### src/rtl/wrp_shff_sw_net_pkg.sv
// Shared definitions for the multi-lane shuffle switch: switching modes and lane addressing.
package wrp_shff_pkg;

    localparam int MODE_W = 2;

    typedef enum logic [MODE_W-1:0] {
        SHFF_PASS    = 2'd0,
        SHFF_SWAP    = 2'd1,
        SHFF_PER     = 2'd2,
        SHFF_PER_INV = 2'd3
    } shff_mode_e;

    // Bit offset of lane `lane` inside a packed bus of `bw`-bit lanes.
    function automatic int lane_lo(input int lane, input int bw);
        return lane * bw;
    endfunction

endpackage

### src/rtl/wrp_shff_sw_net_if.sv
// Stream bundle (data, last, valid, ready) used on both sides of the shuffle switch.
interface wrp_shff_sw_net_if #(
    parameter int DATA_W = 256
) ();
    logic [DATA_W-1:0] data;
    logic              last;
    logic              valid;
    logic              ready;

    modport master (output data, output last, output valid, input ready);
    modport slave  (input data, input last, input valid, output ready);
endinterface

### src/rtl/wrp_shff_sw_net_skid_buf.sv
// Two-entry skid register: output register plus one overflow slot, with a registered upstream ready.
module wrp_shff_skid_buf #(
    parameter int WIDTH = 257
) (
    input  logic             clk,
    input  logic             rst,
    input  logic [WIDTH-1:0] i_data,
    input  logic             i_valid,
    output logic             o_ready,
    output logic [WIDTH-1:0] o_data,
    output logic             o_valid,
    input  logic             i_ready
);

    logic [WIDTH-1:0] r_out_data,  r_out_data_next;
    logic             r_out_valid, r_out_valid_next;
    logic [WIDTH-1:0] r_skid_data, r_skid_data_next;
    logic             r_skid_valid, r_skid_valid_next;
    logic             r_in_ready;
    logic             w_in_fire;

    assign w_in_fire = i_valid & r_in_ready;

    // r_in_ready always equals !r_skid_valid once out of reset, so a new beat
    // never arrives while the skid slot is occupied.
    always_comb begin
        r_out_data_next   = r_out_data;
        r_out_valid_next  = r_out_valid;
        r_skid_data_next  = r_skid_data;
        r_skid_valid_next = r_skid_valid;
        if (!r_out_valid || i_ready) begin
            if (r_skid_valid) begin
                r_out_data_next   = r_skid_data;
                r_out_valid_next  = 1'b1;
                r_skid_valid_next = 1'b0;
            end else if (w_in_fire) begin
                r_out_data_next  = i_data;
                r_out_valid_next = 1'b1;
            end else begin
                r_out_valid_next = 1'b0;
            end
        end else if (w_in_fire) begin
            r_skid_data_next  = i_data;
            r_skid_valid_next = 1'b1;
        end
    end

    always_ff @(posedge clk) begin
        if (rst) begin
            r_out_data   <= '0;
            r_out_valid  <= 1'b0;
            r_skid_data  <= '0;
            r_skid_valid <= 1'b0;
            r_in_ready   <= 1'b0;
        end else begin
            r_out_data   <= r_out_data_next;
            r_out_valid  <= r_out_valid_next;
            r_skid_data  <= r_skid_data_next;
            r_skid_valid <= r_skid_valid_next;
            r_in_ready   <= !r_skid_valid_next;
        end
    end

    assign o_ready = r_in_ready;
    assign o_data  = r_out_data;
    assign o_valid = r_out_valid;

endmodule

### src/rtl/wrp_shff_sw_net.sv
// One butterfly stage of 2x2 lane switches with static or periodic, frame-aligned swap schedule.
module wrp_shff_sw_net
    import wrp_shff_pkg::*;
#(
    parameter int BITWIDTH  = 64,
    parameter int NUM_LANES = 4,
    parameter int STRIDE    = 1,
    parameter int PERIOD    = 8
) (
    input  logic              clk,
    input  logic              rst,
    input  logic [MODE_W-1:0] cfg_mode,
    wrp_shff_sw_net_if.slave  s,
    wrp_shff_sw_net_if.master m
);

    localparam int DATA_W = NUM_LANES * BITWIDTH;
    localparam int PH_W   = ($clog2(2 * PERIOD) < 1) ? 1 : $clog2(2 * PERIOD);

    logic [PH_W-1:0]   r_phase_cnt;
    logic              r_in_frame;
    shff_mode_e        r_mode;

    logic              w_s_ready;
    logic              w_accept;
    logic              w_frame_start;
    shff_mode_e        w_mode;
    logic              w_per_hi;
    logic              w_swap;
    logic [DATA_W-1:0] w_sw_data;
    logic [DATA_W:0]   w_out;

    assign w_accept      = s.valid & w_s_ready;
    assign w_frame_start = !r_in_frame && (r_phase_cnt == '0);
    // The first beat of a frame uses the live cfg_mode; later beats use the latched copy.
    assign w_mode        = w_frame_start ? shff_mode_e'(cfg_mode) : r_mode;
    assign w_per_hi      = (r_phase_cnt >= PH_W'(PERIOD));

    always_comb begin
        w_swap = 1'b0;
        case (w_mode)
            SHFF_PASS:    w_swap = 1'b0;
            SHFF_SWAP:    w_swap = 1'b1;
            SHFF_PER:     w_swap = w_per_hi;
            SHFF_PER_INV: w_swap = !w_per_hi;
            default:      w_swap = 1'b0;
        endcase
    end

    // Partner of lane gi is gi ^ STRIDE since STRIDE is a single bit.
    generate
        for (genvar gi = 0; gi < NUM_LANES; gi++) begin : g_lane
            localparam int LO   = lane_lo(gi, BITWIDTH);
            localparam int P_LO = lane_lo(gi ^ STRIDE, BITWIDTH);
            assign w_sw_data[LO +: BITWIDTH] = w_swap ? s.data[P_LO +: BITWIDTH]
                                                      : s.data[LO +: BITWIDTH];
        end
    endgenerate

    always_ff @(posedge clk) begin
        if (rst) begin
            r_phase_cnt <= '0;
            r_in_frame  <= 1'b0;
            r_mode      <= SHFF_PASS;
        end else if (w_accept) begin
            if (w_frame_start) begin
                r_mode <= w_mode;
            end
            r_in_frame <= !s.last;
            if (s.last || (r_phase_cnt == PH_W'(2 * PERIOD - 1))) begin
                r_phase_cnt <= '0;
            end else begin
                r_phase_cnt <= r_phase_cnt + 1'b1;
            end
        end
    end

    wrp_shff_skid_buf #(
        .WIDTH (DATA_W + 1)
    ) u_skid (
        .clk     (clk),
        .rst     (rst),
        .i_data  ({s.last, w_sw_data}),
        .i_valid (s.valid),
        .o_ready (w_s_ready),
        .o_data  (w_out),
        .o_valid (m.valid),
        .i_ready (m.ready)
    );

    assign s.ready = w_s_ready;
    assign m.data  = w_out[DATA_W-1:0];
    assign m.last  = w_out[DATA_W];

endmodule
### src/flat_wrapper.sv
// flat-port wrapper written by rule: the top's interface ports become plain ports
module wrp_shff_sw_net_flat import wrp_shff_pkg::*;
#(
    parameter int BITWIDTH  = 64,
    parameter int NUM_LANES = 4,
    parameter int STRIDE    = 1,
    parameter int PERIOD    = 8
)
  (clk, rst, cfg_mode, s_data, s_last, s_valid, s_ready, m_data, m_last, m_valid, m_ready);
  wrp_shff_sw_net_if s_i ();
  wrp_shff_sw_net_if m_i ();
  input  logic clk;
  input  logic rst;
  input  logic [MODE_W-1:0] cfg_mode;
  input wire logic [$bits(s_i.data)-1:0] s_data;
  input wire logic [$bits(s_i.last)-1:0] s_last;
  input wire logic [$bits(s_i.valid)-1:0] s_valid;
  output wire logic [$bits(s_i.ready)-1:0] s_ready;
  output wire logic [$bits(m_i.data)-1:0] m_data;
  output wire logic [$bits(m_i.last)-1:0] m_last;
  output wire logic [$bits(m_i.valid)-1:0] m_valid;
  input wire logic [$bits(m_i.ready)-1:0] m_ready;
  assign s_i.data = s_data;
  assign s_i.last = s_last;
  assign s_i.valid = s_valid;
  assign s_ready = s_i.ready;
  assign m_data = m_i.data;
  assign m_last = m_i.last;
  assign m_valid = m_i.valid;
  assign m_i.ready = m_ready;
  wrp_shff_sw_net #(.BITWIDTH(BITWIDTH), .NUM_LANES(NUM_LANES), .STRIDE(STRIDE), .PERIOD(PERIOD)) u_core (.clk(clk), .rst(rst), .cfg_mode(cfg_mode), .s(s_i), .m(m_i));
endmodule
### config.mk
export PLATFORM = sky130hd
export DESIGN_NAME = wrp_shff_sw_net_flat
export DESIGN_NICKNAME = d
export VERILOG_FILES = /design/src/rtl/wrp_shff_sw_net_pkg.sv /design/src/rtl/wrp_shff_sw_net_if.sv /design/src/rtl/wrp_shff_sw_net_skid_buf.sv /design/src/rtl/wrp_shff_sw_net.sv /design/src/flat_wrapper.sv
export SDC_FILE = /design/constraint.sdc
export NUM_CORES = 1
export LEC_CHECK = 0
export ABC_AREA = 1
export CAP_MARGIN = 20
export CELL_PAD_IN_SITES_DETAIL_PLACEMENT = 2
export CELL_PAD_IN_SITES_GLOBAL_PLACEMENT = 2
export CORE_AREA = 2 2 305 307
export CTS_BUF_LIST = sky130_fd_sc_hd__clkbuf_16
export DETAILED_ROUTE_END_ITERATION = 10
export DIE_AREA = 0 0 307 309
export GPL_ROUTABILITY_DRIVEN = 0
export PLACE_DENSITY_LB_ADDON = 0.1
export SYNTH_ARGS = -nofsm -noshare
export SYNTH_HDL_FRONTEND = slang
export SYNTH_SLANG_ARGS = --single-unit
### constraint.sdc
create_clock -name clk -period 5.42 [get_ports clk]
set_input_delay 1.355 -clock clk [delete_from_list [all_inputs] [get_ports clk]]
set_output_delay 1.355 -clock clk [all_outputs]
set_load 0.1 [all_outputs]
==> results.txt <==
TritonCTS built the clock tree. The number of nets in the synthesized netlist is 4493. The later pin in the worst-skew pair is clocked with a latency of 610 ps. The first detailed-routing pass ran for 5 iterations. The total setup violations reported at the end of the flow is 0. The worst pin sits at a relative slew slack of 0.1962. The required time at the endpoint of the critical path is 4070 ps.

Port buffering added 521 buffers. The DRC marker count from the first detailed-route iteration came out at 1115. The number of design rule violations left after detail routing is 0. The number of nets at the end of the flow came out at 4808. The die is 309 um tall.

The post-cts sizing count is 0. The detail-routed via count per cell is 5.019. The detailed-route via count is 29020. Setup total negative slack on the finished layout was measured at 0 ps. The clock transition at the register clock pins on the worst setup and hold paths after CTS came out at 60 ps.

The initial antenna violation count came to 5. In this run the clock root is driven by a sky130_fd_sc_hd__clkbuf_16. The placeable core region came out at 91390 um2. The most used flip-flop cell after synthesis is sky130_fd_sc_hd__dfxtp_1. Of the cells placed in the final design, the portion with a size suffix greater than 1 is 0.03047. The number of antenna-violating nets in the routed design is 0. For the finished layout, the period the worst path requires is 3591 ps.

The worst IR drop on VDD is 0.0001722 V. In this run the number of H-tree levels came out at 3. The cell area after synthesis is 26280 um2.

The CTS sink count is 524. The cell family contributing the most delay on the critical path is buffers and inverters. The average cell area after synthesis came out at 6.215 um2. 522 I/O pins were placed. The number of library cell types mapped by synthesis is 25. The largest incremental delay on the critical path came out at 1280 ps. The area of all sequential standard cells is 10490 um2. In the final routed layout, each cell accounts on average for 19.86 um.

Summing all multi-input logic gate instances after layout gives 12490 um2. The number of hold violations in the final report is 0. After the flow finishes, the layout carries non-filler instances totaling 5782. The number of warnings printed during yosys synthesis came out at 0. The clock passes through at most 3 buffers.

The overall die area came out at 94860 um2. The power density over cell area is 341.8 nW/um2. The global-route wire length before repair came out at 178.4 mm. Together, buffers and inverters on the worst path number 1. The actual slew at the worst max-slew pin is 1202 ps.

The number of buffers created by CTS is 68. Counting flops and latches in the post-synthesis netlist gives 524. The worst setup path is captured at an output pin.

The aggregate global-route resource usage came out at 0.2367. STA classifies the critical path startpoint as a register. Clock skew on the completed layout was measured at 22.92 ps. The total count of max-transition violations in the final report is 0. The number of placement rows came out at 111. The worst setup path is of the reg -> out kind. The placed wire-length estimate came out at 71.46 mm. For this design, the slowest cell found on the critical path is sky130_fd_sc_hd__clkdlybuf4s50_1. The area growth from synthesis to layout is 30.69%. Data on the critical path arrives at its endpoint at 2240 ps.

The initial utilization of the core area, before any placement, comes to 0.2875. The leakage power total came out at 17.26 nW. The aggregate routed wire length is 114.8 mm.

The overflow left after global routing came out at 0. The achievable frequency is 278.5 MHz. The number of enable-type register cells in the synthesized netlist is 0. The reported max-cap violation count came out at 0. Traced cell by cell, the critical path runs through clkdlybuf4s50_1.

The largest fanout on the critical path came out at 2. In the finished design, the share of the clock period the worst path needs comes to 0.6626. The x dimension of the die is 307 um.

The hold buffer count at CTS is 0. The sequential share of the synthesized area came out at 0.3992. The count of fill cells added during filler insertion is 11100. The number of instances in the synthesized netlist is 4228. The number of setup buffers added after CTS is 0. The proportion of synthesized flip-flops having asynchronous set or reset came out at 0.

The number of cells after detailed placement came out at 5659. The number of global-route vias before repair came out at 31390. The maximum number of pins on one net before global-route repair came out at 171. The tightest min-delay check is of the reg -> reg type.

The flow ran to the end, and the final reports show no timing, DRC or antenna violations. Setup repair after global routing left no endpoint under its margin. The share of the core filled with cells is 0.3758.
## area by class of cell
cell class	count	share of cell area
diodes	2	0.0001457
inverters	526	0.05815
clock buffers	72	0.05247
clock inverters	49	0.01075
multi-input cells	2868	0.3637
flip-flops and latches	524	0.3056
well taps	1186	0.04321
repair buffers	555	0.1660
## layout by cell type, fill, tap and decap left out
cell type	count
sky130_fd_sc_hd__a211oi_1	1
sky130_fd_sc_hd__a21oi_1	521
sky130_fd_sc_hd__a31oi_1	1
sky130_fd_sc_hd__buf_12	18
sky130_fd_sc_hd__buf_4	16
sky130_fd_sc_hd__buf_8	1
sky130_fd_sc_hd__bufinv_16	5
sky130_fd_sc_hd__clkbuf_16	72
sky130_fd_sc_hd__clkdlybuf4s50_1	520
sky130_fd_sc_hd__clkinv_1	13
sky130_fd_sc_hd__clkinv_2	13
sky130_fd_sc_hd__clkinv_8	3
sky130_fd_sc_hd__dfxtp_1	523
sky130_fd_sc_hd__dfxtp_4	1
sky130_fd_sc_hd__diode_2	2
sky130_fd_sc_hd__ha_1	2
sky130_fd_sc_hd__inv_1	538
sky130_fd_sc_hd__inv_8	3
sky130_fd_sc_hd__nand2_1	1037
sky130_fd_sc_hd__nand2_2	1
sky130_fd_sc_hd__nand2_4	1
sky130_fd_sc_hd__nand2_8	1
sky130_fd_sc_hd__nand3_1	516
sky130_fd_sc_hd__nand3_4	2
sky130_fd_sc_hd__nand4_1	1
sky130_fd_sc_hd__nor2_1	517
sky130_fd_sc_hd__nor2_2	2
sky130_fd_sc_hd__nor2_4	1
sky130_fd_sc_hd__nor3_1	2
sky130_fd_sc_hd__o21ai_0	260
sky130_fd_sc_hd__o21ai_1	1
sky130_fd_sc_hd__xor2_1	1
## synthesized netlist by cell type, drive strengths merged (2+ instances only)
library cell / n / area [um2]
dfxtp: 524 / 10490
ha: 2 / 25.02
nor3: 2 / 10.01
nor2: 520 / 1964
clkbuf: 154 / 579.3
inv: 525 / 1971
buf: 156 / 779.5
a21oi: 521 / 2608
nand2: 1040 / 3909
nand3: 518 / 2603
o21ai: 261 / 1306
## where the power goes
| part | switching, W | internal, W |
|---|---|---|
| Clock | 0.00186 | 0.00263 |
| Sequential | 0.000146 | 0.00405 |
| Combinational | 0.00224 | 0.000811 |
## worst paths after layout
check / from / slack (ps) / depth (start not counted) / end
max reg2reg: u_core.u_skid.r_skid_valid / 2240 / 7 / u_core.u_skid.o_data[81]
min reg2reg: u_core.r_in_frame / 480 / 2 / u_core.r_in_frame
min: u_core.r_in_frame / 480 / 2 / u_core.r_in_frame
max: u_core.u_skid.o_data[120] / 1830 / 1 / m_data[120]
## sequential cells by signal, indices dropped and copies added (netlist names)
name and cells:
u_core.u_skid.o_data 257, u_core.u_skid.o_valid 1, u_core.r_phase_cnt 4, u_core.r_mode 2, u_core.u_skid.r_skid_data 257, u_core.u_skid.r_skid_valid 1
u_core.r_in_frame 1, u_core.u_skid.o_ready 1
## layer usage
metal	wire length [um]	GRT usage
met1	50680	0.2902
met2	56310	0.4261
met3	4500	0.03494
met4	3272	0.07226
met5	44	0
## per-stage QoR
step / setup slack, ps / cell area (um2) / total power [W] / hold WS (ps)
after floorplan: 2859 / 26280 / 0.006359 / 447.7
after global placement: 1528 / 32160 / 0.007302 / 464.4
after detailed placement: 1390 / 32160 / 0.007337 / 472.6
after CTS: 1765 / 34340 / 0.01191 / 481.5
after global routing: 1748 / 34340 / 0.01227 / 513.1
final: 1829 / 34340 / 0.01174 / 483.7
## logic make-up (layout without fill, tap and decap cells)
kind of cell / Yosys count / in the layout / synth area share
XOR/XNOR: 1 / 1 / 0.0003334
flip-flops: 524 / 524 / 0.3992
adder cells (fa/ha/maj): 2 / 2 / 0.0009522
AO/OA/AOI/OAI: 784 / 784 / 0.1495
AND/OR/NAND/NOR: 2081 / 2081 / 0.3232
buffers and inverters: 836 / 1202 / 0.1269
other: 0 / 2 / 0
Power figures use the tool's default switching activity.
